## config.mk

```make
export PLATFORM = sky130hd
export DESIGN_NAME = bp_pht_update_scheduler
export DESIGN_NICKNAME = d
export VERILOG_FILES = /design/src/rtl/bp_pht_update_scheduler_pkg.sv /design/src/rtl/bp_pht_update_scheduler_queue.sv /design/src/rtl/bp_pht_update_scheduler.sv
export SDC_FILE = /design/constraint.sdc
export NUM_CORES = 1
export LEC_CHECK = 0
export CORE_UTILIZATION = 60
export DETAILED_ROUTE_END_ITERATION = 10
export PLACE_DENSITY = 0.86
export SETUP_SLACK_MARGIN = 0.4
export SLEW_MARGIN = 20
export SYNTH_ARGS = -nofsm -noshare
export SYNTH_HDL_FRONTEND = slang
export SYNTH_SLANG_ARGS = --single-unit
```

## constraint.sdc

```tcl
create_clock -name clk -period 9.2 [get_ports clk]
set_input_delay 1.84 -clock clk [delete_from_list [all_inputs] [get_ports clk]]
set_output_delay 1.84 -clock clk [all_outputs]
set_load 0.05 [all_outputs]
```

## src/rtl/bp_pht_update_scheduler_pkg.sv

```systemverilog
// Shared fetch-unit types for the PHT write path: index/counter widths, the queued
// update entry, and the 2-bit saturating counter step.
package FetchUnitTypes;

  localparam int          PHT_INDEX_WIDTH = 10;
  localparam logic [1:0]  PHT_INIT_VALUE  = 2'b01;

  typedef logic [PHT_INDEX_WIDTH-1:0] PhtIndexPath;
  typedef logic [1:0]                 PhtCounterPath;

  typedef struct packed {
    PhtIndexPath   index;
    PhtCounterPath counter;
  } PhtUpdateEntry;

  typedef enum logic {ST_INIT, ST_RUN} PhtSchedState;

  function automatic PhtCounterPath satUpdate(input PhtCounterPath c, input logic t);
    if (t) return (c == 2'd3) ? c : c + 2'd1;
    else   return (c == 2'd0) ? c : c - 2'd1;
  endfunction

endpackage

```

## src/rtl/bp_pht_update_scheduler_queue.sv

```systemverilog
// Two-in/one-out FIFO of PHT update entries. A second push in a cycle is only
// issued together with the first, so it always lands in the slot after it.
module pht_update_queue
  import FetchUnitTypes::*;
#(
  parameter int DEPTH = 4,
  localparam int PW = $clog2(DEPTH),
  localparam int CW = PW + 1
) (
  input  logic          clk,
  input  logic          rst,
  input  logic          i_push0,
  input  PhtUpdateEntry i_entry0,
  input  logic          i_push1,
  input  PhtUpdateEntry i_entry1,
  input  logic          i_pop,
  output PhtUpdateEntry o_head,
  output logic [CW-1:0] o_count
);

  PhtUpdateEntry r_mem [DEPTH];
  logic [PW-1:0] r_wptr;
  logic [PW-1:0] r_rptr;
  logic [CW-1:0] r_count;
  logic [PW-1:0] w_wptr1;

  assign w_wptr1 = r_wptr + PW'(1);
  assign o_head  = r_mem[r_rptr];
  assign o_count = r_count;

  always_ff @(posedge clk) begin
    if (i_push0) r_mem[r_wptr]  <= i_entry0;
    if (i_push1) r_mem[w_wptr1] <= i_entry1;
  end

  always_ff @(posedge clk) begin
    if (rst) begin
      r_wptr  <= '0;
      r_rptr  <= '0;
      r_count <= '0;
    end else begin
      r_wptr  <= r_wptr + PW'(i_push0) + PW'(i_push1);
      r_rptr  <= r_rptr + PW'(i_pop);
      r_count <= r_count + CW'(i_push0) + CW'(i_push1) - CW'(i_pop);
    end
  end

endmodule

```

## src/rtl/bp_pht_update_scheduler.sv

```systemverilog
// Owns the single PHT write port: sweeps the table to weakly-not-taken after reset,
// then merges up to two commit updates per cycle into a FIFO drained one per cycle.
module bp_pht_update_scheduler
  import FetchUnitTypes::*;
#(
  parameter int QUEUE_DEPTH    = 4,
  parameter int DROP_CNT_WIDTH = 16
) (
  input  logic                            clk,
  input  logic                            rst,
  input  logic [1:0]                      updEnable,
  input  logic [1:0][PHT_INDEX_WIDTH-1:0] updIndex,
  input  logic [1:0]                      updTaken,
  input  logic [1:0][1:0]                 updCounter,
  output logic                            updReady,
  output logic                            phtWE,
  output logic [PHT_INDEX_WIDTH-1:0]      phtWA,
  output logic [1:0]                      phtWV,
  output logic                            predReady,
  output logic [DROP_CNT_WIDTH-1:0]       dropCount
);

  localparam int CW = $clog2(QUEUE_DEPTH) + 1;

  PhtSchedState      r_state;
  PhtSchedState      w_nextState;
  PhtIndexPath       r_initIdx;
  logic [DROP_CNT_WIDTH-1:0] r_dropCount;

  PhtUpdateEntry     w_head;
  PhtUpdateEntry     w_entry0;
  PhtUpdateEntry     w_entry1;
  logic [CW-1:0]     w_qCount;
  logic [CW-1:0]     w_qFree;
  logic              w_run;
  logic              w_push0;
  logic              w_push1;
  logic              w_pop;
  logic              w_same;
  PhtCounterPath     w_sat0;
  PhtCounterPath     w_sat1;
  PhtCounterPath     w_satC;
  logic [1:0]        w_dropN;
  logic [DROP_CNT_WIDTH:0] w_dropSum;

  always_ff @(posedge clk) begin
    if (rst) r_state <= ST_INIT;
    else     r_state <= w_nextState;
  end

  always_comb begin
    w_nextState = r_state;
    case (r_state)
      ST_INIT: if (r_initIdx == '1) w_nextState = ST_RUN;
      ST_RUN:  w_nextState = ST_RUN;
      default: w_nextState = ST_INIT;
    endcase
  end

  // Everything is held low while rst is high, even if the state register still says RUN.
  always_comb begin
    updReady  = 1'b0;
    predReady = 1'b0;
    phtWE     = 1'b0;
    phtWA     = '0;
    phtWV     = '0;
    if (!rst) begin
      case (r_state)
        ST_INIT: begin
          phtWE = 1'b1;
          phtWA = r_initIdx;
          phtWV = PHT_INIT_VALUE;
        end
        ST_RUN: begin
          predReady = 1'b1;
          updReady  = (w_qFree >= CW'(2));
          if (w_qCount != '0) begin
            phtWE = 1'b1;
            phtWA = w_head.index;
            phtWV = w_head.counter;
          end
        end
        default: ;
      endcase
    end
  end

  always_ff @(posedge clk) begin
    if (rst)                   r_initIdx <= '0;
    else if (r_state == ST_INIT) r_initIdx <= r_initIdx + PHT_INDEX_WIDTH'(1);
  end

  assign w_run   = !rst && (r_state == ST_RUN);
  assign w_qFree = CW'(QUEUE_DEPTH) - w_qCount;
  assign w_pop   = w_run && phtWE;

  // Same-index pairs chain port 1's step onto port 0's result; port 1's counter is stale.
  assign w_sat0 = satUpdate(updCounter[0], updTaken[0]);
  assign w_sat1 = satUpdate(updCounter[1], updTaken[1]);
  assign w_satC = satUpdate(w_sat0, updTaken[1]);
  assign w_same = (&updEnable) && (updIndex[0] == updIndex[1]);

  always_comb begin
    w_push0  = w_run && updReady && (|updEnable);
    w_push1  = w_run && updReady && (&updEnable) && !w_same;
    w_entry1 = '{index: updIndex[1], counter: w_sat1};
    if (updEnable[0]) w_entry0 = '{index: updIndex[0], counter: (w_same ? w_satC : w_sat0)};
    else              w_entry0 = w_entry1;
  end

  pht_update_queue #(.DEPTH(QUEUE_DEPTH)) u_queue (
    .clk      (clk),
    .rst      (rst),
    .i_push0  (w_push0),
    .i_entry0 (w_entry0),
    .i_push1  (w_push1),
    .i_entry1 (w_entry1),
    .i_pop    (w_pop),
    .o_head   (w_head),
    .o_count  (w_qCount)
  );

  assign w_dropN   = (w_run && !updReady) ? (2'(updEnable[0]) + 2'(updEnable[1])) : 2'd0;
  assign w_dropSum = {1'b0, r_dropCount} + (DROP_CNT_WIDTH+1)'(w_dropN);

  always_ff @(posedge clk) begin
    if (rst)                           r_dropCount <= '0;
    else if (w_dropSum[DROP_CNT_WIDTH]) r_dropCount <= '1;
    else                               r_dropCount <= w_dropSum[DROP_CNT_WIDTH-1:0];
  end

  assign dropCount = r_dropCount;

endmodule

```

Yosys cells after proc, flatten, opt, wreduce, memory -nomap -nowiden. Memory sizes are Yosys's and may differ from the RTL's. A register that Yosys moved wholly into a read port is not among the register bits. Index checks and enable logic that the tools add are counted. W data, S select, Z words.

Register bits: 34. Bits in latches: 0. Memory bits (writable): 48. ROM bits: 0. Input port bits: 30. Output and inout port bits: 31. Word-level logic and storage cells: 81. Memories kept: 1.

$add $sub $neg: 17. Multiply operators: 0. Divide/modulo/power cells: 0. Order comparisons: 1. Equal/unequal tests: 5. Shift-type cells: 0. Multiplexer cells: 33. Bitwise gates (word level): 1. Reduce and logical (&&, ||, !) cells: 17.

Memories: u_queue.r_mem (depth 4, width 12, rd ports 1, clocked after Yosys merged registers in 1, wr ports 2, line bp_pht_update_scheduler_queue.sv:21) `PhtUpdateEntry r_mem [DEPTH];`.

Operators by type and width (count): $mux W2 (14); $mux W10 (2); $pmux W10 S2 (1); $add A16 B2 Y17 (1); $mux W16 (1); $mux W12 (1); $mux W1 (11); $add A10 B1 Y10 const B (1); $eq A10 B10 Y1 (1); $eq A10 B10 Y1 const B (1); $add A2 B1 Y2 const B (4); $logic_and A1 B1 Y1 (8); $add A2 B1 Y2 (3); $add A3 B1 Y3 (2); $eq A2 B2 Y1 const B (3); $logic_not A2 Y1 (3); $sub A2 B1 Y2 const B (3); $pmux W1 S2 (2); $pmux W2 S2 (1); $ge A3 B2 Y1 const B (1); $logic_not A1 Y1 (3); $reduce_bool A3 Y1 (1); $sub A3 B1 Y3 (1); $sub A3 B3 Y3 const A (1); 4 further kinds (4).

Logic depth before layout (Yosys ltp). Gate-level depths: netlist (run 1).

Word-level depth: 9. Gate-level depth with buffers: 13. Mapped depth without buffers: 13.

Cells and area by module. From an unflattened synthesis (run 1), not the netlist that was laid out.

Cell total of the unflattened synthesis: 393. Area, all modules: 4743.3 µm².

Modules (own cells, without submodules): pht_update_queue (times used 1, cells each 152, area each 2756.4 µm², sequential area each 1581.5 µm²); bp_pht_update_scheduler (times used 1, cells each 241, area each 1986.9 µm², sequential area each 540.5 µm²).

Least setup slack after synthesis (run 1). Ideal clock, no wire load.

Path type: input port to output port. Start: in rst. End: out phtWV[0]. Arrival time: 2922 ps. Data required time: 7360 ps. Path slack: 4438 ps. Stages on the path: 3. Buffers on the path: 1. Cells stage by stage: buf_2 -> a21o_1 -> a21oi_1.

Cells in the longest elaborated chain, start to end: 1.

Ends and longest elaborated chain: start, declared (line bp_pht_update_scheduler.sv:10) `input logic rst,`; $mux W2 (line bp_pht_update_scheduler.sv:67) `if (!rst) begin`; end, declared (line bp_pht_update_scheduler.sv:18) `output logic [1:0] phtWV,`.

Every way passes these cells.

Worst setup path in the final report (run 1). Same ends and word-level chain as after synthesis.

==> results of run 1 <==
==> stage by stage <==
step	hold slack, ns	setup slack [ns]	std cells	util
final	0.5115	3.251	551	0.7450
after global routing	0.5423	3.123	551	0.7450
after CTS	0.5042	3.254	551	0.7450
after detailed placement	0.4829	3.270	535	0.7176
after global placement	0.4725	3.345	535	0.7176
after floorplan	0.4622	4.438	384	-
==> power by group through the flow <==
| stage | Clock [mW] | Combinational [mW] | Sequential [mW] |
|---|---|---|---|
| 2_1_floorplan | 0 | 0.0410 | 0.400 |
| 3_3_place_gp | 0 | 0.0676 | 0.400 |
| 3_5_place_dp | 0 | 0.0706 | 0.400 |
| 4_1_cts | 0.262 | 0.0718 | 0.392 |
| 5_1_grt | 0.279 | 0.0776 | 0.392 |
| 6_report | 0.260 | 0.0720 | 0.392 |
==> cell usage after synthesis, types with 2 or more instances <==
cell type	instances
sky130_fd_sc_hd__o21ai_0	5
sky130_fd_sc_hd__fa_1	4
sky130_fd_sc_hd__buf_2	2
sky130_fd_sc_hd__clkbuf_1	8
sky130_fd_sc_hd__nor2_1	29
sky130_fd_sc_hd__and3_1	10
sky130_fd_sc_hd__o31ai_2	2
sky130_fd_sc_hd__mux2i_1	7
sky130_fd_sc_hd__or2_2	4
sky130_fd_sc_hd__xnor2_1	18
sky130_fd_sc_hd__nand4_1	4
sky130_fd_sc_hd__dfxtp_1	34
sky130_fd_sc_hd__edfxtp_1	48
sky130_fd_sc_hd__ha_1	10
sky130_fd_sc_hd__a21o_1	2
sky130_fd_sc_hd__and2_1	5
sky130_fd_sc_hd__nor3_1	2
sky130_fd_sc_hd__nand2_1	14
sky130_fd_sc_hd__mux2_2	8
sky130_fd_sc_hd__a21oi_1	24
sky130_fd_sc_hd__o31ai_1	2
sky130_fd_sc_hd__inv_1	22
sky130_fd_sc_hd__mux4_2	12
sky130_fd_sc_hd__and4_1	4
sky130_fd_sc_hd__or3_1	3
sky130_fd_sc_hd__buf_4	4
sky130_fd_sc_hd__nor2b_1	16
sky130_fd_sc_hd__nand3_1	11
sky130_fd_sc_hd__xor2_1	12
sky130_fd_sc_hd__maj3_1	3
sky130_fd_sc_hd__o41ai_2	2
sky130_fd_sc_hd__a31oi_1	4
sky130_fd_sc_hd__mux2_1	36
==> layer usage <==
layer	track usage	up-vias
li1	-	1523
met1	0.3471	1579
met2	0.4664	110
met3	0.04664	21
met4	0.1334	0
met5	0	-
==> worst max-delay path, cell delays in order <==
cell and delay (ns):
sky130_fd_sc_hd__clkdlybuf4s50_1 0.71, sky130_fd_sc_hd__buf_4 0.39, sky130_fd_sc_hd__a21o_1 0.22, sky130_fd_sc_hd__a21oi_1 0.13, sky130_fd_sc_hd__clkdlybuf4s50_1 0.82
==> layout by cell type (no fill, tap or decap), drive strengths merged, types with 4 or more instances in the layout <==
| cell | instances |
|---|---|
| o21ai | 5 |
| a21oi | 24 |
| edfxtp | 48 |
| clkinv | 4 |
| buf | 7 |
| xnor2 | 18 |
| dfxtp | 34 |
| a31oi | 4 |
| or2 | 4 |
| and3 | 10 |
| fa | 4 |
| and2 | 5 |
| o31ai | 4 |
| mux2i | 7 |
| clkdlybuf4s50 | 60 |
| nor2 | 30 |
| mux4 | 12 |
| xor2 | 12 |
| ha | 10 |
| nor2b | 16 |
| clkbuf | 12 |
| and4 | 4 |
| nand3 | 11 |
| mux2 | 44 |
| nand4 | 4 |
| nand2 | 15 |
| inv | 22 |
==> logic make-up after synthesis <==
group	synth area share
and+or+nand+nor	0.1309
adders and majority gates	0.05225
buffers and inverters	0.03474
muxes	0.1857
xor gates and xnor gates	0.05837
DFF	0.4714
AOI/OAI and AO/OA	0.06670
==> flip-flops by register name, summed over array words and instances (netlist names) <==
name / cells
u_queue.r_rptr: 2
u_queue.r_wptr: 2
u_queue.r_mem: 48
r_initIdx: 10
dropCount: 16
r_state: 1
u_queue.o_count: 3
==> worst max-delay path by stage <==
stage	to	depth (start not counted)
3_5_place_dp	phtWV[0]	5
5_1_grt	phtWV[0]	5
3_3_place_gp	phtWV[0]	5
6_report	phtWV[0]	5
2_1_floorplan	phtWV[0]	3
4_1_cts	phtWV[0]	5
==> final cells by class <==
type | count | area share
clock inverters | 4 | 0.003936
well taps | 99 | 0.02292
clock buffers | 12 | 0.03288
multi-input cells | 265 | 0.4114
inverters | 22 | 0.01528
repair buffers | 67 | 0.1209
flip-flops and latches | 82 | 0.3927
==> impl_results.html, run 1 <==
<table>
<tr><th>Metric</th><th>Value</th></tr>
<tr><th colspan="2">STA</th></tr>
<tr><td>Setup TNS Final</td><td>0 ns</td></tr>
<tr><td>Time the worst path needs with I/O delays and setup</td><td>5.949 ns</td></tr>
<tr><td>Count of final max-slew check failures</td><td>0</td></tr>
<tr><td>Worst-case headroom to the max-slew limit</td><td>0.3655</td></tr>
<tr><td>Final hold violations</td><td>0</td></tr>
<tr><td>Maximum achievable frequency</td><td>168.1 MHz</td></tr>
<tr><td>Slew of the pin with the lowest slew margin</td><td>0.9505 ns</td></tr>
<tr><td>Unrepaired setup endpoints after global routing</td><td>no</td></tr>
<tr><td>Period utilisation layout</td><td>0.6467</td></tr>
<tr><td>Skew final</td><td>0.01243 ns</td></tr>
<tr><td>Number of setup violations in the final report</td><td>0</td></tr>
<tr><th colspan="2">Pwr</th></tr>
<tr><td>Internal Dissipation</td><td>0.5549 mW</td></tr>
<tr><td>Register share of total power</td><td>0.541</td></tr>
<tr><td>Total power divided by cell area</td><td>133.9 nW/µm²</td></tr>
<tr><td>Net switching fraction of the power</td><td>0.2331</td></tr>
<tr><td>Net Switching</td><td>0.1686 mW</td></tr>
<tr><td>Clock group share of total power</td><td>0.359</td></tr>
<tr><td>Total leakage power</td><td>1.927 nW</td></tr>
<tr><td>Overall power of the completed layout</td><td>0.7236 mW</td></tr>
<tr><td>Maximum vdd ir drop</td><td>76.45 µV</td></tr>
<tr><td>Combinational group share of total power</td><td>0.100</td></tr>
<tr><th colspan="2">Route</th></tr>
<tr><td>Uppermost signal routing layer after detailed routing</td><td>met4</td></tr>
<tr><td>Drt wl/cell</td><td>18.16 µm</td></tr>
<tr><td>Wire length on met1</td><td>3.996 mm</td></tr>
<tr><td>Met2 wirelength from detailed routing</td><td>5.247 mm</td></tr>
<tr><td>Post-detailed-route count of antenna-violating nets</td><td>0</td></tr>
<tr><td>Met3 wire length</td><td>539 µm</td></tr>
<tr><td>Total length of routed wires</td><td>10.01 mm</td></tr>
<tr><td>Vias after detailed routing</td><td>3233</td></tr>
<tr><td>Detailed-route DRC error count</td><td>0</td></tr>
<tr><td>Number of vias per cell</td><td>5.868</td></tr>
<tr><td>DRT Pass-1 Iters</td><td>7</td></tr>
<tr><td>Drt first-iter violations</td><td>169</td></tr>
<tr><th colspan="2">Floorplanning</th></tr>
<tr><td>Floorplan core area</td><td>7253 µm²</td></tr>
<tr><td>Total die area</td><td>7854 µm²</td></tr>
<tr><td>Top Ports</td><td>61</td></tr>
<tr><td>Initial standard-cell utilization of the core</td><td>0.6207</td></tr>
<tr><td>Die height</td><td>88.62 µm</td></tr>
<tr><td>Row cnt</td><td>31</td></tr>
<tr><td>Die W</td><td>88.62 µm</td></tr>
<tr><th colspan="2">Clock network</th></tr>
<tr><td>Number of CTS-inserted buffers</td><td>9</td></tr>
<tr><td>CTS tree</td><td>done</td></tr>
<tr><td>Clock Root Buffer</td><td>sky130_fd_sc_hd__clkbuf_8</td></tr>
<tr><td>H-tree depth</td><td>3</td></tr>
<tr><td>CTS Hold Bufs</td><td>0</td></tr>
<tr><td>Clock latency at the later pin of the worst-skew pair</td><td>0.36 ns</td></tr>
<tr><td>Post-CTS Repair Setup Buffers</td><td>0</td></tr>
<tr><td>Number of sinks handled by clock tree synthesis</td><td>82</td></tr>
<tr><td>Clock slew at reported path FFs</td><td>0.08 ns</td></tr>
<tr><td>Resized cells post-CTS</td><td>0</td></tr>
<tr><td>Deepest clock path buffer count</td><td>2</td></tr>
<tr><th colspan="2">Global routing</th></tr>
<tr><td>Number of global-route vias before repair</td><td>3133</td></tr>
<tr><td>Pin count of the biggest net entering global routing</td><td>31</td></tr>
<tr><td>GRT Util Overall</td><td>0.2764</td></tr>
<tr><td>First-pass GRT wire length</td><td>15.75 mm</td></tr>
<tr><td>Number of antenna violations at the first check in global routing</td><td>0</td></tr>
<tr><td>Remaining global-route overflow</td><td>0</td></tr>
<tr><th colspan="2">Finish</th></tr>
<tr><td>FILL cells</td><td>482</td></tr>
<tr><td>Design Area, Final</td><td>5404 µm²</td></tr>
<tr><td>Final net count</td><td>491</td></tr>
<tr><td>Fraction of final layout cells sized beyond drive strength 1</td><td>0.1150</td></tr>
<tr><td>Footprint of the flip-flops and latches</td><td>2122 µm²</td></tr>
<tr><td>Footprint of the multi-input gates</td><td>2223 µm²</td></tr>
<tr><td>Layout area overhead</td><td>20.04%</td></tr>
<tr><td>N_diodes</td><td>0</td></tr>
<tr><th colspan="2">Worst setup path</th></tr>
<tr><td>Critical Path AT</td><td>4.11 ns</td></tr>
<tr><td>Slack of the worst reg-to-reg path</td><td>5.77 ns</td></tr>
<tr><td>Capturing element type of the critical path</td><td>primary output</td></tr>
<tr><td>Start of the worst register-to-register path</td><td>u_queue.o_count[1]$_SDFF_PP0_</td></tr>
<tr><td>Depth of the worst register-to-register path</td><td>12</td></tr>
<tr><td>Critical path class</td><td>primary input to primary output</td></tr>
<tr><td>Worst Path Required</td><td>7.36 ns</td></tr>
<tr><td>Launching element of the worst setup path</td><td>rst</td></tr>
<tr><td>Maximum net fanout on the critical path</td><td>30</td></tr>
<tr><td>Critical register-to-register path endpoint</td><td>dropCount[13]$_SDFF_PP0_</td></tr>
<tr><td>Kind of start point of the critical path</td><td>primary input</td></tr>
<tr><th colspan="2">Synthesis</th></tr>
<tr><td>Seq/Total Area, Yosys</td><td>0.4714</td></tr>
<tr><td>Cells taking the most area after synthesis</td><td>sky130_fd_sc_hd__edfxtp_1 (32%), sky130_fd_sc_hd__dfxtp_1 (15%), sky130_fd_sc_hd__mux2_1 (9.0%)</td></tr>
<tr><td>Cell count after synthesis</td><td>384</td></tr>
<tr><td>Synthesized area per cell</td><td>11.72 µm²</td></tr>
<tr><td>Syn_nets</td><td>428</td></tr>
<tr><td>Count of different cell masters after synthesis</td><td>46</td></tr>
<tr><td>Cell Area, Synth</td><td>4502 µm²</td></tr>
<tr><td>Yosys warning count</td><td>0</td></tr>
<tr><td>Number of synthesized register bits</td><td>82</td></tr>
<tr><td>Largest area contributor in the synthesized netlist</td><td>sky130_fd_sc_hd__edfxtp_1</td></tr>
<tr><td>EDFF count, synth</td><td>48</td></tr>
<tr><td>Dominant synthesized flop cell</td><td>sky130_fd_sc_hd__edfxtp_1</td></tr>
<tr><td>Synth top area share</td><td>0.3202</td></tr>
<tr><td>Fraction of synthesis flops using an asynchronous set or reset pin</td><td>0</td></tr>
<tr><th colspan="2">Min path</th></tr>
<tr><td>Hold Path Class</td><td>flip-flop to flip-flop</td></tr>
<tr><td>Worst min-delay path endpoint</td><td>dropCount[13]$_SDFF_PP0_</td></tr>
<tr><td>Startpoint of the most critical hold path</td><td>dropCount[13]$_SDFF_PP0_</td></tr>
<tr><td>WHS Path Cells</td><td>1</td></tr>
<tr><th colspan="2">Flow run</th></tr>
<tr><td>Number of violations of the max-capacitance limit</td><td>0</td></tr>
<tr><th colspan="2">Run status</th></tr>
<tr><td>Outcome</td><td>completed</td></tr>
<tr><th colspan="2">Placed design</th></tr>
<tr><td>Number of port buffers</td><td>60</td></tr>
<tr><td>Placed inst area</td><td>5205 µm²</td></tr>
<tr><td>Total half-perimeter wirelength after legalization and detailed placement</td><td>6.914 mm</td></tr>
<tr><td>Weighted congestion reported at the end of routability-driven placement</td><td>0.8493</td></tr>
</table>
(Power assumes the default switching activity.)
==> run 2: changes to the inputs <==
--- a/config.mk
+++ b/config.mk
@@ -5,9 +5,9 @@
 export SDC_FILE = /design/constraint.sdc
 export NUM_CORES = 1
 export LEC_CHECK = 0
-export CORE_UTILIZATION = 60
+export CORE_UTILIZATION = 50
 export DETAILED_ROUTE_END_ITERATION = 10
-export PLACE_DENSITY = 0.86
+export PLACE_DENSITY = 0.77
 export SETUP_SLACK_MARGIN = 0.4
 export SLEW_MARGIN = 20
 export SYNTH_ARGS = -nofsm -noshare
==> constraint.sdc (replaced) <==
create_clock -name clk -period 5 [get_ports clk]
set_input_delay 1 -clock clk [delete_from_list [all_inputs] [get_ports clk]]
set_output_delay 1 -clock clk [all_outputs]
set_load 0.05 [all_outputs]
==> impl_results.html, run 2 (synthesis gave the netlist of run 1 again) <==
<table>
<tr><th>Metric</th><th>Value</th></tr>
<tr><th colspan="2">Pwr</th></tr>
<tr><td>Total leakage power</td><td>1.918 nW (was 1.927 nW)</td></tr>
<tr><td>Overall power of the completed layout</td><td>1.294 mW (was 0.7236 mW)</td></tr>
<tr><td>Net Switching</td><td>0.3264 mW (was 0.1686 mW)</td></tr>
<tr><td>Combinational group share of total power</td><td>0.101 (was 0.100)</td></tr>
<tr><td>Total power divided by cell area</td><td>239.7 nW/µm² (was 133.9 nW/µm²)</td></tr>
<tr><td>Maximum vdd ir drop</td><td>154.5 µV (was 76.45 µV)</td></tr>
<tr><td>Clock group share of total power</td><td>0.342 (was 0.359)</td></tr>
<tr><td>Net switching fraction of the power</td><td>0.2524 (was 0.2331)</td></tr>
<tr><td>Register share of total power</td><td>0.557 (was 0.541)</td></tr>
<tr><td>Internal Dissipation</td><td>0.9671 mW (was 0.5549 mW)</td></tr>
<tr><th colspan="2">Placed design</th></tr>
<tr><td>Total half-perimeter wirelength after legalization and detailed placement</td><td>6.665 mm (was 6.914 mm)</td></tr>
<tr><td>Number of placed instances with taps included</td><td>545 (was 535)</td></tr>
<tr><td>Number of port buffers</td><td>60 (unchanged)</td></tr>
<tr><td>Placed inst area</td><td>5221 µm² (was 5205 µm²)</td></tr>
<tr><td>Weighted congestion reported at the end of routability-driven placement</td><td>0.7948 (was 0.8493)</td></tr>
<tr><th colspan="2">Floorplanning</th></tr>
<tr><td>Total die area</td><td>9387 µm² (was 7854 µm²)</td></tr>
<tr><td>Top Ports</td><td>61 (unchanged)</td></tr>
<tr><td>Initial standard-cell utilization of the core</td><td>0.5162 (was 0.6207)</td></tr>
<tr><td>Die height</td><td>96.89 µm (was 88.62 µm)</td></tr>
<tr><td>Die W</td><td>96.89 µm (was 88.62 µm)</td></tr>
<tr><td>Row cnt</td><td>34 (was 31)</td></tr>
<tr><td>Floorplan core area</td><td>8721 µm² (was 7253 µm²)</td></tr>
<tr><th colspan="2">Clock network</th></tr>
<tr><td>H-tree depth</td><td>3 (unchanged)</td></tr>
<tr><td>Post-CTS Repair Setup Buffers</td><td>0 (unchanged)</td></tr>
<tr><td>CTS Hold Bufs</td><td>0 (unchanged)</td></tr>
<tr><td>Clock slew at reported path FFs</td><td>0.09 ns (was 0.08 ns)</td></tr>
<tr><td>Resized cells post-CTS</td><td>0 (unchanged)</td></tr>
<tr><td>Deepest clock path buffer count</td><td>2 (unchanged)</td></tr>
<tr><td>CTS tree</td><td>done (unchanged)</td></tr>
<tr><td>Number of sinks handled by clock tree synthesis</td><td>82 (unchanged)</td></tr>
<tr><td>Clock latency at the later pin of the worst-skew pair</td><td>0.35 ns (was 0.36 ns)</td></tr>
<tr><td>Number of CTS-inserted buffers</td><td>9 (unchanged)</td></tr>
<tr><td>Clock Root Buffer</td><td>sky130_fd_sc_hd__clkbuf_8 (unchanged)</td></tr>
<tr><th colspan="2">STA</th></tr>
<tr><td>Maximum achievable frequency</td><td>259.2 MHz</td></tr>
<tr><td>Period utilisation layout</td><td>0.7715</td></tr>
<tr><td>Setup TNS Final</td><td>0 ns (unchanged)</td></tr>
<tr><td>Count of final max-slew check failures</td><td>0 (unchanged)</td></tr>
<tr><td>Worst-case headroom to the max-slew limit</td><td>0.4047 (was 0.3655)</td></tr>
<tr><td>Final hold violations</td><td>0 (unchanged)</td></tr>
<tr><td>Unrepaired setup endpoints after global routing</td><td>no (unchanged)</td></tr>
<tr><td>Number of setup violations in the final report</td><td>0 (unchanged)</td></tr>
<tr><td>Slew of the pin with the lowest slew margin</td><td>0.8917 ns (was 0.9505 ns)</td></tr>
<tr><td>Time the worst path needs with I/O delays and setup</td><td>3.858 ns</td></tr>
<tr><td>Skew final</td><td>0.01392 ns (was 0.01243 ns)</td></tr>
<tr><th colspan="2">Worst setup path</th></tr>
<tr><td>Critical Path AT</td><td>2.86 ns (was 4.11 ns)</td></tr>
<tr><td>Kind of start point of the critical path</td><td>flip-flop (was primary input)</td></tr>
<tr><td>Maximum net fanout on the critical path</td><td>13 (was 30)</td></tr>
<tr><td>Depth of the worst register-to-register path</td><td>12 (unchanged)</td></tr>
<tr><td>Critical path class</td><td>flip-flop to primary output (was primary input to primary output)</td></tr>
<tr><td>Capturing element type of the critical path</td><td>primary output (unchanged)</td></tr>
<tr><td>Worst Path Required</td><td>4.00 ns (was 7.36 ns)</td></tr>
<tr><th colspan="2">Flow run</th></tr>
<tr><td>Number of violations of the max-capacitance limit</td><td>0 (unchanged)</td></tr>
<tr><th colspan="2">Route</th></tr>
<tr><td>Vias after detailed routing</td><td>3113 (was 3233)</td></tr>
<tr><td>Detailed-route DRC error count</td><td>0 (unchanged)</td></tr>
<tr><td>Drt wl/cell</td><td>16.62 µm (was 18.16 µm)</td></tr>
<tr><td>Total length of routed wires</td><td>9.325 mm (was 10.01 mm)</td></tr>
<tr><td>Post-detailed-route count of antenna-violating nets</td><td>0 (unchanged)</td></tr>
<tr><td>Number of vias per cell</td><td>5.549 (was 5.868)</td></tr>
<tr><td>Drt first-iter violations</td><td>122 (was 169)</td></tr>
<tr><td>DRT Pass-1 Iters</td><td>4 (was 7)</td></tr>
<tr><th colspan="2">Finish</th></tr>
<tr><td>Footprint of the flip-flops and latches</td><td>2122 µm² (unchanged)</td></tr>
<tr><td>Fraction of final layout cells sized beyond drive strength 1</td><td>0.1236 (was 0.1150)</td></tr>
<tr><td>Flip-flop count of the largest register after layout</td><td>48 (unchanged)</td></tr>
<tr><td>Footprint of the multi-input gates</td><td>2223 µm² (unchanged)</td></tr>
<tr><td>N_diodes</td><td>0 (unchanged)</td></tr>
<tr><td>Most common cell after layout, fill and taps aside</td><td>sky130_fd_sc_hd__clkdlybuf4s50_1 (unchanged)</td></tr>
<tr><td>Post-layout utilization of the core</td><td>0.6188 (was 0.7450)</td></tr>
<tr><td>Design Area, Final</td><td>5396 µm² (was 5404 µm²)</td></tr>
<tr><td>Top reg by flops</td><td>u_queue.r_mem (unchanged)</td></tr>
<tr><td>Post-route insts no fill</td><td>561 (was 551)</td></tr>
<tr><td>Final net count</td><td>492 (was 491)</td></tr>
<tr><td>Most frequent cells in the layout</td><td>sky130_fd_sc_hd__clkdlybuf4s50_1 (59), sky130_fd_sc_hd__edfxtp_1 (48), sky130_fd_sc_hd__mux2_1 (36), sky130_fd_sc_hd__dfxtp_1 (34), sky130_fd_sc_hd__nor2_1 (29) (was sky130_fd_sc_hd__clkdlybuf4s50_1 (60), sky130_fd_sc_hd__edfxtp_1 (48), sky130_fd_sc_hd__mux2_1 (36), sky130_fd_sc_hd__dfxtp_1 (34), sky130_fd_sc_hd__nor2_1 (29))</td></tr>
<tr><td>FILL cells</td><td>700 (was 482)</td></tr>
<tr><td>Layout area overhead</td><td>19.87% (was 20.04%)</td></tr>
<tr><th colspan="2">Min path</th></tr>
<tr><td>Hold Path Class</td><td>flip-flop to flip-flop (unchanged)</td></tr>
<tr><td>WHS Path Cells</td><td>1 (unchanged)</td></tr>
<tr><th colspan="2">Global routing</th></tr>
<tr><td>Remaining global-route overflow</td><td>0 (unchanged)</td></tr>
<tr><td>Pin count of the biggest net entering global routing</td><td>26 (was 31)</td></tr>
<tr><td>GRT Util Overall</td><td>0.2086 (was 0.2764)</td></tr>
<tr><td>First-pass GRT wire length</td><td>15.39 mm (was 15.75 mm)</td></tr>
<tr><td>Number of antenna violations at the first check in global routing</td><td>0 (unchanged)</td></tr>
<tr><td>Number of global-route vias before repair</td><td>3091 (was 3133)</td></tr>
<tr><th colspan="2">Run status</th></tr>
<tr><td>Outcome</td><td>completed (unchanged)</td></tr>
</table>
run 2: changes by cell type in the layout (fill, tap and decap cells not counted), moves of 2 or more:
cell	before	now
sky130_fd_sc_hd__buf_4	7	9
sky130_fd_sc_hd__clkbuf_16	2	0
sky130_fd_sc_hd__clkinvlp_4	0	2
sky130_fd_sc_hd__inv_4	0	2
run 2: cell type report:
cell class,instances,share of cell area
Timing Repair Buffer,68,0.1220
Sequential cell,82,0.3932
Inverter,22,0.01530
Clock inverter,7,0.009506
Multi-Input combinational cell,265,0.4120
Clock buffer,9,0.02295
Tap cell,108,0.02504
run 2: through the flow:
stage / worst slack, ns / hold WS (ns)
floorplan: 1.283 / 0.4622
global placement: 1.029 / 0.4610
detailed placement: 0.8788 / 0.4680
CTS: 1.105 / 0.4877
global route: 0.9488 / 0.5248
finish: 1.142 / 0.4846
run 2: metal layers:
| metal | GRT usage | part of all wire | routed length (µm) | vias up |
|---|---|---|---|---|
| met1 | 0.2816 | 0.47 | 4382 | 1496 |
| met2 | 0.3483 | 0.48 | 4475 | 89 |
| li1 | - | - | - | 1519 |
| met5 | 0 | 0 | 0 | - |
| met4 | 0.06544 | 0.012 | 116 | 0 |
| met3 | 0.02962 | 0.038 | 350 | 9 |
run 2: power by group through the flow:
stage	sequential (mW)	combinational (mW)	clock [mW]
5_1_grt	0.721	0.142	0.475
2_1_floorplan	0.736	0.0755	0
3_5_place_dp	0.736	0.130	0
4_1_cts	0.721	0.131	0.446
6_report	0.721	0.131	0.442
3_3_place_gp	0.736	0.127	0
run 2: worst max-delay path, stage by stage (launching register included):
cell                              delay [ns]
sky130_fd_sc_hd__dfxtp_1                0.91
sky130_fd_sc_hd__mux4_2                 0.66
sky130_fd_sc_hd__a21oi_1                0.17
sky130_fd_sc_hd__nor2_1                 0.06
sky130_fd_sc_hd__clkdlybuf4s50_1        0.70
run 2: worst paths after layout:
path                                      start                       end  slack, ns
setup reg to reg  u_queue.o_count[1]$_SDFF_PP0_  dropCount[13]$_SDFF_PP0_       1.65
hold reg to reg        dropCount[13]$_SDFF_PP0_  dropCount[13]$_SDFF_PP0_       0.48
setup / recovery   u_queue.r_rptr[0]$_SDFF_PP0_                  phtWA[9]       1.14
hold / removal         dropCount[13]$_SDFF_PP0_  dropCount[13]$_SDFF_PP0_       0.48
==> run 3: changes to the inputs <==
==> constraint.sdc (replaced) <==
create_clock -name clk -period 3.2 [get_ports clk]
set_input_delay 0.64 -clock clk [delete_from_list [all_inputs] [get_ports clk]]
set_output_delay 0.64 -clock clk [all_outputs]
set_load 0.05 [all_outputs]
==> impl_results.html, run 3 (synthesis gave the netlist of run 1 again) <==
<table>
<tr><th>Metric</th><th>Value</th></tr>
<tr><th colspan="2">Floorplanning</th></tr>
<tr><td>Floorplan core area</td><td>8721 µm² (unchanged)</td></tr>
<tr><td>Die W</td><td>96.89 µm (unchanged)</td></tr>
<tr><td>Die height</td><td>96.89 µm (unchanged)</td></tr>
<tr><td>Row cnt</td><td>34 (unchanged)</td></tr>
<tr><td>Total die area</td><td>9387 µm² (unchanged)</td></tr>
<tr><td>Top Ports</td><td>61 (unchanged)</td></tr>
<tr><td>Initial standard-cell utilization of the core</td><td>0.5162 (unchanged)</td></tr>
<tr><th colspan="2">Global routing</th></tr>
<tr><td>Pin count of the biggest net entering global routing</td><td>45 (was 26)</td></tr>
<tr><td>Number of global-route vias before repair</td><td>3365 (was 3091)</td></tr>
<tr><td>Remaining global-route overflow</td><td>0 (unchanged)</td></tr>
<tr><td>Number of antenna violations at the first check in global routing</td><td>0 (unchanged)</td></tr>
<tr><td>GRT Util Overall</td><td>0.2297 (was 0.2086)</td></tr>
<tr><td>First-pass GRT wire length</td><td>16.83 mm (was 15.39 mm)</td></tr>
<tr><th colspan="2">STA</th></tr>
<tr><td>Unrepaired setup endpoints after global routing</td><td>yes (was no)</td></tr>
<tr><td>Maximum achievable frequency</td><td>342.2 MHz</td></tr>
<tr><td>Skew final</td><td>0.01130 ns (was 0.01392 ns)</td></tr>
<tr><td>Period utilisation layout</td><td>0.9131</td></tr>
<tr><td>Final hold violations</td><td>0 (unchanged)</td></tr>
<tr><td>Count of final max-slew check failures</td><td>0 (unchanged)</td></tr>
<tr><td>Time the worst path needs with I/O delays and setup</td><td>2.922 ns</td></tr>
<tr><td>Slew of the pin with the lowest slew margin</td><td>0.7501 ns (was 0.8917 ns)</td></tr>
<tr><td>Number of setup violations in the final report</td><td>0 (unchanged)</td></tr>
<tr><td>WHS</td><td>0.5066 ns (was 0.4846 ns)</td></tr>
<tr><td>Worst-case headroom to the max-slew limit</td><td>0.4993 (was 0.4047)</td></tr>
<tr><th colspan="2">Finish</th></tr>
<tr><td>Layout area overhead</td><td>36.52% (was 19.87%)</td></tr>
<tr><td>Fraction of final layout cells sized beyond drive strength 1</td><td>0.2911 (was 0.1236)</td></tr>
<tr><td>Flip-flop count of the largest register after layout</td><td>48 (unchanged)</td></tr>
<tr><td>Most frequent cells in the layout</td><td>sky130_fd_sc_hd__buf_4 (58), sky130_fd_sc_hd__edfxtp_1 (48), sky130_fd_sc_hd__mux2_1 (36), sky130_fd_sc_hd__clkdlybuf4s50_1 (36), sky130_fd_sc_hd__dfxtp_1 (32) (was sky130_fd_sc_hd__clkdlybuf4s50_1 (59), sky130_fd_sc_hd__edfxtp_1 (48), sky130_fd_sc_hd__mux2_1 (36), sky130_fd_sc_hd__dfxtp_1 (34), sky130_fd_sc_hd__nor2_1 (29))</td></tr>
<tr><td>Top reg by flops</td><td>u_queue.r_mem (unchanged)</td></tr>
<tr><td>N_diodes</td><td>0 (unchanged)</td></tr>
<tr><td>Final net count</td><td>544 (was 492)</td></tr>
<tr><td>Most common cell after layout, fill and taps aside</td><td>sky130_fd_sc_hd__buf_4 (was sky130_fd_sc_hd__clkdlybuf4s50_1)</td></tr>
<tr><th colspan="2">Clock network</th></tr>
<tr><td>CTS Hold Bufs</td><td>0 (unchanged)</td></tr>
<tr><td>Deepest clock path buffer count</td><td>2 (unchanged)</td></tr>
<tr><td>H-tree depth</td><td>3 (unchanged)</td></tr>
<tr><td>Clock slew at reported path FFs</td><td>0.08 ns (was 0.09 ns)</td></tr>
<tr><td>Clock latency at the later pin of the worst-skew pair</td><td>0.36 ns (was 0.35 ns)</td></tr>
<tr><td>Number of CTS-inserted buffers</td><td>9 (unchanged)</td></tr>
<tr><td>CTS tree</td><td>done (unchanged)</td></tr>
<tr><td>Clock Root Buffer</td><td>sky130_fd_sc_hd__clkbuf_8 (unchanged)</td></tr>
<tr><td>Number of sinks handled by clock tree synthesis</td><td>82 (unchanged)</td></tr>
<tr><th colspan="2">Pwr</th></tr>
<tr><td>Total power divided by cell area</td><td>362.2 nW/µm² (was 239.7 nW/µm²)</td></tr>
<tr><td>Maximum vdd ir drop</td><td>216.3 µV (was 154.5 µV)</td></tr>
<tr><td>Overall power of the completed layout</td><td>2.226 mW (was 1.294 mW)</td></tr>
<tr><td>Total leakage power</td><td>2.330 nW (was 1.918 nW)</td></tr>
<tr><th colspan="2">Route</th></tr>
<tr><td>Post-detailed-route count of antenna-violating nets</td><td>0 (unchanged)</td></tr>
<tr><td>Drt first-iter violations</td><td>211 (was 122)</td></tr>
<tr><td>Total length of routed wires</td><td>10.59 mm (was 9.325 mm)</td></tr>
<tr><td>Number of vias per cell</td><td>5.488 (was 5.549)</td></tr>
<tr><td>Drt wl/cell</td><td>17.27 µm (was 16.62 µm)</td></tr>
<tr><td>Detailed-route DRC error count</td><td>0 (unchanged)</td></tr>
<tr><td>DRT Pass-1 Iters</td><td>4 (unchanged)</td></tr>
<tr><td>Vias after detailed routing</td><td>3364 (was 3113)</td></tr>
<tr><th colspan="2">Worst setup path</th></tr>
<tr><td>Capturing element type of the critical path</td><td>flip-flop (was primary output)</td></tr>
<tr><td>Critical path class</td><td>primary input to flip-flop (was flip-flop to primary output)</td></tr>
<tr><td>Worst Path Required</td><td>3.48 ns (was 4.00 ns)</td></tr>
<tr><td>Critical Path AT</td><td>3.21 ns (was 2.86 ns)</td></tr>
<tr><td>Maximum net fanout on the critical path</td><td>2 (was 13)</td></tr>
<tr><td>Kind of start point of the critical path</td><td>primary input (was flip-flop)</td></tr>
<tr><th colspan="2">Placed design</th></tr>
<tr><td>Number of port buffers</td><td>60 (unchanged)</td></tr>
<tr><td>Weighted congestion reported at the end of routability-driven placement</td><td>0.8397 (was 0.7948)</td></tr>
<tr><td>Total half-perimeter wirelength after legalization and detailed placement</td><td>7.200 mm (was 6.665 mm)</td></tr>
<tr><th colspan="2">Run status</th></tr>
<tr><td>Outcome</td><td>completed (unchanged)</td></tr>
<tr><th colspan="2">Min path</th></tr>
<tr><td>Hold Path Class</td><td>flip-flop to flip-flop (unchanged)</td></tr>
<tr><th colspan="2">Flow run</th></tr>
<tr><td>Number of violations of the max-capacitance limit</td><td>0 (unchanged)</td></tr>
</table>
[run 3: where the power goes]
part / internal (mW) / switching, mW / leakage [nW]
Sequential: 1.12 / 0.00354 / 0.707
Clock: 0.456 / 0.383 / 0.112
Combinational: 0.138 / 0.123 / 1.51
Total: 1.72 / 0.510 / 2.33
[run 3: layout make-up]
class,instances,area (µm²)
Fill cell,603,2575
Multi-Input combinational cell,266,2376
Sequential cell,82,2125
Timing Repair Buffer,119,1197
Clock buffer,13,181.4
Tap cell,108,135.1
Inverter,22,88.84
Clock inverter,3,42.54
[run 3: critical path, stage by stage]
cell and delay (ns):
sky130_fd_sc_hd__clkdlybuf4s50_1 0.48, sky130_fd_sc_hd__xnor2_1 0.31, sky130_fd_sc_hd__nand4_1 0.23, sky130_fd_sc_hd__nor3_4 0.24, sky130_fd_sc_hd__or2_4 0.17, sky130_fd_sc_hd__ha_4 0.12, sky130_fd_sc_hd__inv_2 0.03, sky130_fd_sc_hd__fa_2 0.34
sky130_fd_sc_hd__fa_2 0.53, sky130_fd_sc_hd__nor2b_1 0.11
[run 3: final timing paths]
path | start | to | slack [ns] | depth (start not counted)
max reg2reg | u_queue.o_count[1]$_SDFF_PP0_ | dropCount[10]$_SDFF_PP0_ | 0.41 | 13
min | r_initIdx[8]$_SDFFE_PP0N_ | r_initIdx[8]$_SDFFE_PP0N_ | 0.51 | 2
min reg2reg | r_initIdx[8]$_SDFFE_PP0N_ | r_initIdx[8]$_SDFFE_PP0N_ | 0.51 | 2
max | updIndex[11] | u_queue.o_count[1]$_SDFF_PP0_ | 0.28 | 10
[run 3: metal layers]
| metal | part of all wire | vias up | wire [µm] | track usage |
|---|---|---|---|---|
| met5 | 0 | - | 0 | 0 |
| met4 | 0.019 | 0 | 199 | 0.08152 |
| met3 | 0.069 | 21 | 731 | 0.04624 |
| met2 | 0.50 | 118 | 5279 | 0.3889 |
| met1 | 0.41 | 1604 | 4376 | 0.2923 |
| li1 | - | 1621 | - | - |
[run 3: repair_timing]
action / in CTS / in global routing
resized for setup: 13 / 13
gates cloned: 0 / 1
pin swaps: 8 / 13
setup endpoints to repair: 4 / 17
setup buffers: 3 / 9
[run 3: per-stage QoR]
step	setup TNS [ns]	cells	worst slack, ns	util	instance area [µm²]
after floorplan	0	384	0.2204	-	4606
after global placement	-0.3209	584	-0.1626	0.6580	5738
after detailed placement	-0.5224	584	-0.2687	0.6580	5738
after CTS	0	603	0.3904	0.6890	6008
after global routing	0	613	0.1939	0.7047	6146
final	0	613	0.2780	0.7047	6146
